**src/rtl/muldiv_unit_pkg.sv**
```systemverilog
// Shared definitions for the iterative multiply/divide unit.
// Op encodings match the execute-stage operand select decode.
package muldiv_unit_pkg;

   localparam int unsigned MD_OP_WIDTH = 3;

   typedef enum logic [MD_OP_WIDTH-1:0] {
      MD_NONE  = 3'd0,
      MD_MULT  = 3'd1,
      MD_MULTU = 3'd2,
      MD_DIV   = 3'd3,
      MD_DIVU  = 3'd4,
      MD_MTHI  = 3'd5,
      MD_MTLO  = 3'd6
   } md_op_e;

endpackage

```
**src/rtl/muldiv_unit.sv**
```systemverilog
// Iterative multiply/divide unit holding the architectural HI/LO registers.
// One shared {hi, lo} shift register performs shift-add multiply or restoring divide.
module muldiv_unit
   import muldiv_unit_pkg::*;
#(
   parameter int unsigned WIDTH = 32
) (
   input  logic                   clk,
   input  logic                   reset_n,
   input  logic [WIDTH-1:0]       num1,
   input  logic [WIDTH-1:0]       num2,
   input  logic [MD_OP_WIDTH-1:0] op,
   input  logic                   start,
   input  logic                   flush,
   output logic                   busy,
   output logic                   done,
   output logic                   div_by_zero,
   output logic [WIDTH-1:0]       hi,
   output logic [WIDTH-1:0]       lo,
   output logic                   op_invalid
);

   localparam int unsigned CW = $clog2(WIDTH);
   localparam logic [CW-1:0] CNT_LAST = CW'(WIDTH - 1);

   localparam logic [1:0] ST_IDLE = 2'd0;
   localparam logic [1:0] ST_PREP = 2'd1;
   localparam logic [1:0] ST_RUN  = 2'd2;
   localparam logic [1:0] ST_FIX  = 2'd3;

   logic [1:0]         state_q, state_d;
   logic               is_div_q, is_div_d;
   logic               sa_q, sa_d;
   logic               sb_q, sb_d;
   logic               dbz_flag_q, dbz_flag_d;
   logic [WIDTH-1:0]   opb_q, opb_d;
   logic [2*WIDTH-1:0] acc_q, acc_d;
   logic [CW-1:0]      cnt_q, cnt_d;
   logic [WIDTH-1:0]   hi_q, hi_d;
   logic [WIDTH-1:0]   lo_q, lo_d;
   logic               done_q, done_d;
   logic               dbz_q, dbz_d;

   logic               start_ok, md_start, op_div, op_signed;
   logic [WIDTH-1:0]   abs1, abs2;
   logic [WIDTH:0]     mul_sum, div_shift;
   logic [2*WIDTH-1:0] mul_next, div_next, prod_s;
   logic [WIDTH-1:0]   quot_s, rem_s;

   assign start_ok  = start && !flush && (state_q == ST_IDLE);
   assign md_start  = (op == MD_MULT) || (op == MD_MULTU) || (op == MD_DIV) || (op == MD_DIVU);
   assign op_div    = (op == MD_DIV) || (op == MD_DIVU);
   assign op_signed = (op == MD_MULT) || (op == MD_DIV);
   assign abs1      = (op_signed && num1[WIDTH-1]) ? -num1 : num1;
   assign abs2      = (op_signed && num2[WIDTH-1]) ? -num2 : num2;

   // Multiply: add multiplicand on the low bit, shift the whole pair right.
   assign mul_sum  = {1'b0, acc_q[2*WIDTH-1:WIDTH]} + {1'b0, opb_q};
   assign mul_next = acc_q[0] ? {mul_sum, acc_q[WIDTH-1:1]}
                              : {1'b0, acc_q[2*WIDTH-1:WIDTH], acc_q[WIDTH-1:1]};

   // Divide: shift remainder left, subtract when it fits, quotient bit enters at the bottom.
   assign div_shift = acc_q[2*WIDTH-1:WIDTH-1];
   always_comb begin
      if (div_shift >= {1'b0, opb_q}) begin
         div_next = {div_shift[WIDTH-1:0] - opb_q, acc_q[WIDTH-2:0], 1'b1};
      end else begin
         div_next = {div_shift[WIDTH-1:0], acc_q[WIDTH-2:0], 1'b0};
      end
   end

   assign prod_s = (sa_q ^ sb_q) ? -acc_q : acc_q;
   assign quot_s = (sa_q ^ sb_q) ? -acc_q[WIDTH-1:0] : acc_q[WIDTH-1:0];
   assign rem_s  = sa_q ? -acc_q[2*WIDTH-1:WIDTH] : acc_q[2*WIDTH-1:WIDTH];

   always_comb begin
      state_d    = state_q;
      is_div_d   = is_div_q;
      sa_d       = sa_q;
      sb_d       = sb_q;
      dbz_flag_d = dbz_flag_q;
      opb_d      = opb_q;
      acc_d      = acc_q;
      cnt_d      = cnt_q;
      hi_d       = hi_q;
      lo_d       = lo_q;
      done_d     = 1'b0;
      dbz_d      = 1'b0;
      unique case (state_q)
         ST_IDLE: begin
            if (start_ok && md_start) begin
               state_d    = ST_PREP;
               is_div_d   = op_div;
               sa_d       = op_signed && num1[WIDTH-1];
               sb_d       = op_signed && num2[WIDTH-1];
               dbz_flag_d = (num2 == '0);
               opb_d      = op_div ? abs2 : abs1;
               acc_d      = {{WIDTH{1'b0}}, (op_div ? abs1 : abs2)};
            end else if (start_ok && (op == MD_MTHI)) begin
               hi_d = num1;
            end else if (start_ok && (op == MD_MTLO)) begin
               lo_d = num1;
            end
         end
         ST_PREP: begin
            acc_d[2*WIDTH-1:WIDTH] = '0;
            cnt_d                  = CNT_LAST;
            state_d                = ST_RUN;
         end
         ST_RUN: begin
            acc_d = is_div_q ? div_next : mul_next;
            cnt_d = cnt_q - 1'b1;
            if (cnt_q == '0) state_d = ST_FIX;
         end
         ST_FIX: begin
            if (is_div_q) begin
               hi_d = rem_s;
               lo_d = dbz_flag_q ? '1 : quot_s;
            end else begin
               hi_d = prod_s[2*WIDTH-1:WIDTH];
               lo_d = prod_s[WIDTH-1:0];
            end
            done_d  = 1'b1;
            dbz_d   = is_div_q && dbz_flag_q;
            state_d = ST_IDLE;
         end
         default: state_d = ST_IDLE;
      endcase
      // Flush abandons the operation, including a pending FIX write.
      if (flush && (state_q != ST_IDLE)) begin
         state_d = ST_IDLE;
         hi_d    = hi_q;
         lo_d    = lo_q;
         done_d  = 1'b0;
         dbz_d   = 1'b0;
      end
   end

   always_ff @(posedge clk or negedge reset_n) begin
      if (!reset_n) begin
         state_q    <= ST_IDLE;
         is_div_q   <= 1'b0;
         sa_q       <= 1'b0;
         sb_q       <= 1'b0;
         dbz_flag_q <= 1'b0;
         opb_q      <= '0;
         acc_q      <= '0;
         cnt_q      <= '0;
         hi_q       <= '0;
         lo_q       <= '0;
         done_q     <= 1'b0;
         dbz_q      <= 1'b0;
      end else begin
         state_q    <= state_d;
         is_div_q   <= is_div_d;
         sa_q       <= sa_d;
         sb_q       <= sb_d;
         dbz_flag_q <= dbz_flag_d;
         opb_q      <= opb_d;
         acc_q      <= acc_d;
         cnt_q      <= cnt_d;
         hi_q       <= hi_d;
         lo_q       <= lo_d;
         done_q     <= done_d;
         dbz_q      <= dbz_d;
      end
   end

   assign busy        = (state_q != ST_IDLE);
   assign done        = done_q;
   assign div_by_zero = dbz_q;
   assign hi          = hi_q;
   assign lo          = lo_q;
   assign op_invalid  = start && !((op >= MD_MULT) && (op <= MD_MTLO));

endmodule

```
**config.mk**
```make
export PLATFORM = sky130hd
export DESIGN_NAME = muldiv_unit
export DESIGN_NICKNAME = d
export VERILOG_FILES = /design/src/rtl/muldiv_unit_pkg.sv /design/src/rtl/muldiv_unit.sv
export SDC_FILE = /design/constraint.sdc
export NUM_CORES = 1
export LEC_CHECK = 0
export BUFFER_PORTS_ARGS = -buffer_cell sky130_fd_sc_hd__buf_2
export CORE_MARGIN = 2
export CORE_UTILIZATION = 40
export CTS_BUF_LIST = sky130_fd_sc_hd__clkbuf_4 sky130_fd_sc_hd__clkbuf_8
export DETAILED_ROUTE_END_ITERATION = 10
export SETUP_SLACK_MARGIN = 0.2
export SYNTH_ARGS = -nofsm -noshare
export SYNTH_HDL_FRONTEND = slang
export SYNTH_SLANG_ARGS = --single-unit
```
**constraint.sdc**
```tcl
create_clock -name clk -period 2.8 [get_ports clk]
set_input_delay 0.14 -clock clk [delete_from_list [all_inputs] [get_ports clk]]
set_output_delay 0.14 -clock clk [all_outputs]
set_load 0.02 [all_outputs]
```
==> results of run 1 <==
[report_power, final]
part / switching [mW] / leakage (nW) / internal, mW / total, mW
Clock: 1.15 / 0.214 / 0.864 / 2.01
Combinational: 13.0 / 7.64 / 10.5 / 23.5
Sequential: 0.964 / 2.13 / 3.61 / 4.57
Total: 15.1 / 9.99 / 15.0 / 30.1
[cells by family (layout without fill, tap and decap cells)]
| group | count (synthesis) | in the layout | synth area share |
|---|---|---|---|
| xor+xnor | 169 | 169 | 0.0942 |
| fa+ha+maj | 75 | 75 | 0.0607 |
| simple gates | 693 | 693 | 0.207 |
| mux | 56 | 56 | 0.0374 |
| buf+inv | 211 | 682 | 0.0505 |
| flops | 173 | 173 | 0.276 |
| compound gates | 699 | 699 | 0.274 |
[cell type report]
class | count | area share
clock inverter | 13 | 0.00777
tap | 518 | 0.0292
clock buffer | 19 | 0.0115
timing repair buffer | 582 | 0.202
inverter | 68 | 0.0117
multi-input combinational | 1692 | 0.542
sequential | 173 | 0.195
[sequential cells by signal (all words and copies together) (netlist names)]
signal       flops
done             1
lo              32
is_div_q         1
hi              32
dbz_flag_q       1
div_by_zero      1
state_q          2
acc_q           64
opb_q           32
sa_q             1
sb_q             1
cnt_q            5
[cells in the final DEF (no fill, tap or decap), types with 54 or more instances in the layout]
cell	instances
inv_1	60
a21oi_1	163
xor2_1	76
nor2_1	187
xnor2_1	78
buf_4	367
nand2_1	231
buf_2	137
dfrtp_1	165
o21ai_0	133
o21ai_1	54
[synth_stat cells (12+ instances only)]
master    number
or3_1         26
mux2_2        22
xor2_1        87
dfrtp_1      173
o41ai_1       14
a21oi_1      199
o211ai_1      40
and3_1        13
nor2_1       196
nor3_1        46
o21ai_0      192
nand2b_1      14
o21ai_1       14
xnor2_1       82
nand3_1       27
inv_1         68
nand4_1       19
a21o_1        40
clkbuf_1     128
o22ai_1       33
mux2i_1       34
o31ai_1       17
buf_1         14
and2_1        12
nor2b_1       18
nor4_1        32
a31oi_1       19
a211oi_1      42
ha_1          73
nand2_1      247
[critical path, stage by stage, from the launching register on]
cell      delay, ps
dfrtp_1         390
or3_4           390
or4_4           530
o41ai_4         450
nor3b_4         310
a32oi_1         150
nor4_2          280
or3_1           170
a311oi_2        100
a21o_1          180
[what timing repair did]
item                                   in CTS  in global routing
setup endpoints to repair                  75                106
resized for setup                         197                166
hold buffers                               13                  1
gates cloned                                6                  1
endpoints found under the hold margin      86                  1
pin swaps                                 105                105
buffers inserted                           43                 35
[path summary, 6_finish.rpt]
kind                       depth (start not counted)  startpoint         to
min reg2reg                                        1      hi[25]     hi[25]
min                                                3     num1[3]      hi[3]
min in group asynchronous                          2     reset_n     lo[14]
max                                                9   acc_q[22]     hi[27]
max in group asynchronous                          3     reset_n  opb_q[15]
max reg2reg                                        9   acc_q[22]     hi[27]
[per-stage QoR]
stage / TNS [ps] / hold WS (ps)
after floorplan: -13.9 / -156
after global placement: -4270 / 244
after detailed placement: -6660 / 244
after CTS: -2210 / 4.06
after global routing: -10280 / 17.0
final: -6020 / 10.4
[per-layer routing]
layer	global-route usage	wire (um)
met5	0	0
met3	0.0501	5600
met4	0.126	2640
met2	0.503	30600
met1	0.475	30700
==> flow_summary.toml, run 1 <==
[global_route]
grt_overflow = 0
grt_util_all_layers = 0.332
grt_start_max_net_pins = 82
grt_pass1_vias = 17100
antenna_found_initial = 0
grt_pass1_wl_mm = 104

[layout]
fillers = 3545
seq_area_um2 = 4340
final_cells = 3065
nNetsFinal = 2680
drive_gt1_frac = 0.338
fin_util = 0.574
final_cell_area_um2 = 22200
area_growth_pct = 41.6
multiInputGateArea_um2 = 12100
num_antenna_cells = 0

[drt]
vias = 18100
routed_wl_mm = 69.6
ant_nets = 0
drt_iter0_drc = 1898
wl_per_cell_um = 22.7
drc = 0
viasPerCell = 5.92
firstDrtPassIters = 5

[floorplan]
rows = 72
dieArea_um2 = 40900
num_io_pins = 139
die_width_um = 202
core-area_um2 = 38700
start_util = 0.405
die_height_um = 202

[placed_design]
dp_hpwl_mm = 52.3
dp.cells = 2934
place.gp.congestion = 0.983
portBuffers = 138
pre_cts_ws_ps = -379
placed_cell_area_um2 = 19300

[timing]
max_freq_ghz = 0.329
worst_slack_ps = -242
relSlewSlack = 0.400
worst_pin_slew_ps = 897
skew_ps = 23.7
drv_slew = 0
setup_viol = 52
hold_violations = 0
period_minus_slack_ps = 3040
rsz0062_at_grt = "true"
fin_crit_sh = 1.09

[worst_setup_path]
critPathKind = "register to register"
critPathLaunchType = "register"
worstSetupEndpointType = "register"
path_max_fanout = 2
r2r_slack_ps = -240
cp.arrival_ps = 3470
cp.required_ps = 3230

[cts]
clock_latency_ps = 540
h-tree-depth = 4
clockRootBuffer = "clkbuf_8"
cts_sinks = 173
cts.path.max_buffers = 2
numCtsBuffers = 17
clkTransAtPathRegs_ps = 110
cts_tree = "built"

[power]
power_density_nw_per_um2 = 1350
peakVddDrop_mv = 0.577
total_power_mw = 30.1
p_leak_nw = 9.99

[synthesis]
netlist_instances = 2076
netlist_area_um2 = 15700
synth_top_cell_area_share = 0.276
synthTopCellsByArea = "dfrtp_1 28%, a21oi_1 6.3%, o21ai_0 6.1%, nand2_1 5.9%, ha_1 5.8%"
yosysTopAreaCell = "dfrtp_1"
seq_area_frac_synth = 0.276
synth_edf_count = 0
synth-seq-cells = 173
syn_avg_cell_area_um2 = 7.57
yosysWarningCount = 0
syn_nets = 2222
ys.flop_type = "dfrtp_1"
ys_types = 79
synthArstFlopShare = 1.00

[status]
violations = "negative setup slack"
status = "finished with violations"

[run]
maxCapViolations = 0

[min_path]
hold_class = "primary input to register"
No activity file was read; power rests on OpenSTA's default activity.
==> run 2, diff against run 1 <==
Settings changed: SETUP_SLACK_MARGIN 0.2 to unset.
==> flow_summary.toml, run 2 (synthesized netlist as in run 1, its figures left out) <==
[drt]
viasPerCell = 5.87
wl_per_cell_um = 22.4
drc = 0
ant_nets = 0
routed_wl_mm = 67.6
firstDrtPassIters = 6
drt_iter0_drc = 1676
vias = 17800

[floorplan]
die_height_um = 202
rows = 72
dieArea_um2 = 40900
core-area_um2 = 38700
start_util = 0.405
die_width_um = 202
num_io_pins = 139

[run]
maxCapViolations = 0

[worst_setup_path]
worstPathCellList = "or3_4 -> or4_4 -> o41ai_4 -> nor3b_4 -> a32oi_2 -> nor4_2 -> o21ai_1 -> a311oi_2 -> a21o_1"
critPathKind = "register to register"
critPathLaunchType = "register"
crit_buf_inv = 0
path_max_fanout = 2
cp_top_family = "simple AND/OR/NAND/NOR gates"
max_stage_delay_ps = 540
slowest_stage = "or4_4"
worstSetupEndpointType = "register"
cp.arrival_ps = 3550
timing.rr.start = "acc_q[24]"
crit_path_start = "acc_q[24]"
cp.required_ps = 3260

[global_route]
grt_pass1_vias = 16600
grt_pass1_wl_mm = 101
grt_start_max_net_pins = 67
grt_overflow = 0
grt_util_all_layers = 0.325
antenna_found_initial = 1

[layout]
fillers = 3585
drive_gt1_frac = 0.313
nNetsFinal = 2640
largest_register_ffs = 64
regMostFlops = "acc_q"
final_common_cell = "buf_4"
fin_util = 0.558
num_antenna_cells = 0
area_growth_pct = 37.6
layout_common_cells = "342 x buf_4, 232 x nand2_1, 187 x nor2_1"
final_cells = 3024

[timing]
max_freq_ghz = 0.323
rsz0062_at_grt = "true"
relSlewSlack = 0.282
hold_violations = 0
skew_ps = 24.0
fin_crit_sh = 1.11
period_minus_slack_ps = 3100
worst_pin_slew_ps = 1080
whs_ps = 35.7
worst_slack_ps = -298
drv_slew = 0
setup_viol = 49

[placed_design]
place.gp.congestion = 0.969
dp.cells = 2931
dp_hpwl_mm = 51.5
portBuffers = 138

[cts]
numCtsBuffers = 17
clkTransAtPathRegs_ps = 110
clock_latency_ps = 530
cts_tree = "built"
cts.path.max_buffers = 2
clockRootBuffer = "clkbuf_8"
h-tree-depth = 4
cts_sinks = 173

[power]
p_leak_nw = 9.69
total_power_mw = 29.1
switching_power_mw = 14.5
power_density_nw_per_um2 = 1350
peakVddDrop_mv = 0.622
sw_frac_of_total = 0.499
power_frac_clock = 0.075
p_int_mw = 14.6
power_frac_seq = 0.157
power_frac_comb = 0.767

[status]
violations = "negative setup slack"
status = "finished with violations"

[min_path]
hp-start = "num1[1]"
hold_class = "primary input to register"
[run 2: cell count changes in the layout (fill, tap and decap cells not counted), moves of 9 or more]
| cell | before | now |
|---|---|---|
| xor2_1 | 76 | 85 |
| o21ai_1 | 54 | 38 |
| o21ai_0 | 133 | 156 |
| xor2_2 | 11 | 2 |
| a21oi_1 | 163 | 172 |
| buf_6 | 45 | 34 |
| buf_4 | 367 | 342 |
[run 2: path summary, 6_finish.rpt]
path	cells after the start	to	slack, ps
setup / recovery	9	hi[27]	-300
hold / removal	3	hi[1]	40
setup reg to reg	9	hi[27]	-300
hold reg to reg	1	hi[12]	470
max in group asynchronous	3	acc_q[47]	1830
min in group asynchronous	2	lo[11]	140
[run 2: metal layers]
metal,global-route usage,part of all wire,vias up
met3,0.0522,0.084,104
met2,0.512,0.45,776
met1,0.455,0.44,8539
li1,-,-,8341
met5,0,0.00019,-
met4,0.106,0.030,2
[run 2: metrics by stage]
step	instance area (um^2)	setup WS, ps	setup TNS [ps]
2_1_floorplan	15800	-27.1	-27.1
3_3_place_gp	19300	-527	-8480
3_5_place_dp	19300	-552	-9180
4_1_cts	21000	-234	-4030
5_1_grt	21600	-360	-12060
6_report	21600	-298	-7710
[run 2: timing repair]
| item | CTS | global route |
|---|---|---|
| buffers inserted | 29 | 22 |
| hold buffers | 12 | 0 |
| hold endpoints to repair | 58 | 0 |
| pin swaps | 93 | 94 |
| setup endpoints to repair | 52 | 64 |
| gates resized for setup | 173 | 119 |
| cloned | 7 | 0 |
[run 2: area by class of cell]
cell class,instances,area [um^2],share of cell area
clock buffer,19,262,0.0121
clock inverter,12,209,0.00967
inverter,68,258,0.0119
multi-input combinational,1692,11800,0.545
sequential,173,4350,0.201
tap,518,648,0.0300
timing repair buffer,542,4120,0.191
[run 2: tightest hold or removal path, delay by kind of cell]
kind | cells | cell delay, ps
AOI/OAI and AO/OA | 2 | 240
buffers and inverters | 1 | 150
[run 2: power by group through the flow]
stage | Clock [mW] | Combinational, mW | Sequential [mW]
6_report | 2.20 | 22.4 | 4.58
5_1_grt | 2.30 | 24.0 | 4.71
4_1_cts | 2.21 | 20.8 | 4.54
3_5_place_dp | 0 | 18.8 | 4.60
3_3_place_gp | 0 | 18.7 | 4.56
2_1_floorplan | 0 | 10.7 | 4.95
==> run 3, diff against run 2 <==
Settings changed: CORE_ASPECT_RATIO set to 1.4.
==> flow_summary.toml, run 3 (synthesized netlist as in run 1, its figures left out) <==
[timing]
fin_crit_sh = 1.08
setup_viol = 35
skew_ps = 24.3
max_freq_ghz = 0.332
setup_tns_ps = -2350
period_minus_slack_ps = 3010
drv_slew = 0
worst_pin_slew_ps = 757
worst_slack_ps = -211
rsz0062_at_grt = "true"
hold_violations = 0
relSlewSlack = 0.495

[cts]
numCtsBuffers = 17
clock_latency_ps = 540
h-tree-depth = 4
cts.path.max_buffers = 2
clkTransAtPathRegs_ps = 110
cts_tree = "built"
clockRootBuffer = "clkbuf_8"
cts_sinks = 173

[floorplan]
num_io_pins = 139
dieArea_um2 = 40900
start_util = 0.407
die_width_um = 171
core-area_um2 = 38600
rows = 85
die_height_um = 238

[power]
p_leak_nw = 9.71
power_density_nw_per_um2 = 1360
peakVddDrop_mv = 0.579

[worst_setup_path]
cp_top_family = "simple AND/OR/NAND/NOR gates"
cp.required_ps = 3280
worstSetupEndpointType = "register"
max_stage_delay_ps = 500
cp.arrival_ps = 3490
critPathKind = "register to register"
worstPathCellList = "or3_4 -> or4_4 -> o41ai_4 -> nor3b_4 -> a32oi_1 -> nor4_2 -> o21ai_1 -> a311oi_1 -> a21o_1"
crit_buf_inv = 0
slowest_stage = "or4_4"
critPathLaunchType = "register"
path_max_fanout = 4

[layout]
final_cell_area_um2 = 21700
layout_common_cells = "354 x buf_4, 226 x nand2_1, 187 x nor2_1"
area_growth_pct = 37.9
largest_register_ffs = 64
final_common_cell = "buf_4"
nNetsFinal = 2648
fin_util = 0.561
drive_gt1_frac = 0.325
fillers = 3599
final_cells = 3041
regMostFlops = "acc_q"

[drt]
drc = 0
wl_per_cell_um = 23.9
routed_wl_mm = 72.6
firstDrtPassIters = 9
ant_nets = 0
drt_iter0_drc = 1454
viasPerCell = 5.97
vias = 18200

[global_route]
grt_start_max_net_pins = 102
grt_util_all_layers = 0.344
grt_overflow = 0
grt_pass1_vias = 17600
antenna_found_initial = 5
grt_pass1_wl_mm = 104

[placed_design]
portBuffers = 138
place.gp.congestion = 0.987
dp.cells = 2937
placed_cell_area_um2 = 19300
dp_hpwl_mm = 55.3
pre_cts_ws_ps = -357

[status]
status = "finished with violations"
violations = "negative setup slack"

[min_path]
hold_class = "primary input to register"

[run]
maxCapViolations = 0
-- run 3: path summary, 6_finish.rpt --
kind | from | to | slack (ps) | depth (start not counted)
min | num1[6] | hi[6] | 20 | 3
min in group asynchronous | reset_n | lo[11] | 140 | 2
max | acc_q[26] | hi[27] | -210 | 9
min reg2reg | lo[15] | lo[15] | 490 | 2
max in group asynchronous | reset_n | opb_q[30] | 1820 | 3
max reg2reg | acc_q[26] | hi[27] | -210 | 9
-- run 3: what timing repair did --
item | CTS | global route
hold endpoints to repair | 72 | 0
setup buffers | 14 | 41
hold buffers | 11 | 0
cloned | 0 | 5
gates resized for setup | 104 | 202
pin swaps | 62 | 126
setup endpoints to repair | 48 | 62
-- run 3: worst reg2reg max path, stage by stage, from the launching register on --
cell	delay [ps]
dfrtp_1	410
or3_4	400
or4_4	500
o41ai_4	420
nor3b_4	350
a32oi_1	170
nor4_2	210
o21ai_1	90
a311oi_1	300
a21o_1	110
-- run 3: final cells by class --
| class | instances | area, um^2 | share of cell area |
|---|---|---|---|
| clock buffer | 17 | 234 | 0.0108 |
| multi-input combinational | 1692 | 11900 | 0.549 |
| antenna | 4 | 10.0 | 0.000462 |
| clock inverter | 15 | 149 | 0.00687 |
| tap | 522 | 653 | 0.0301 |
| inverter | 68 | 258 | 0.0119 |
| timing repair buffer | 550 | 4130 | 0.190 |
| sequential | 173 | 4350 | 0.201 |
-- run 3: routing by layer --
metal / up-vias / share of wire / global-route usage
met5: - / 0 / 0
met4: 0 / 0.095 / 0.275
met3: 266 / 0.055 / 0.0562
met2: 742 / 0.49 / 0.587
met1: 8789 / 0.36 / 0.373
li1: 8361 / - / -
-- run 3: power by group --
group | internal (mW) | switching (mW)
registers | 3.61 | 1.09
clock network | 0.662 | 1.20
logic | 9.98 | 12.9
-- run 3: per-stage QoR --
step | hold slack, ps | power (mW)
after CTS | 10.1 | 26.8
final | 24.9 | 29.5
after global routing | 31.6 | 31.1
after floorplan | -156 | 15.6
after global placement | 175 | 23.7
after detailed placement | 175 | 23.8
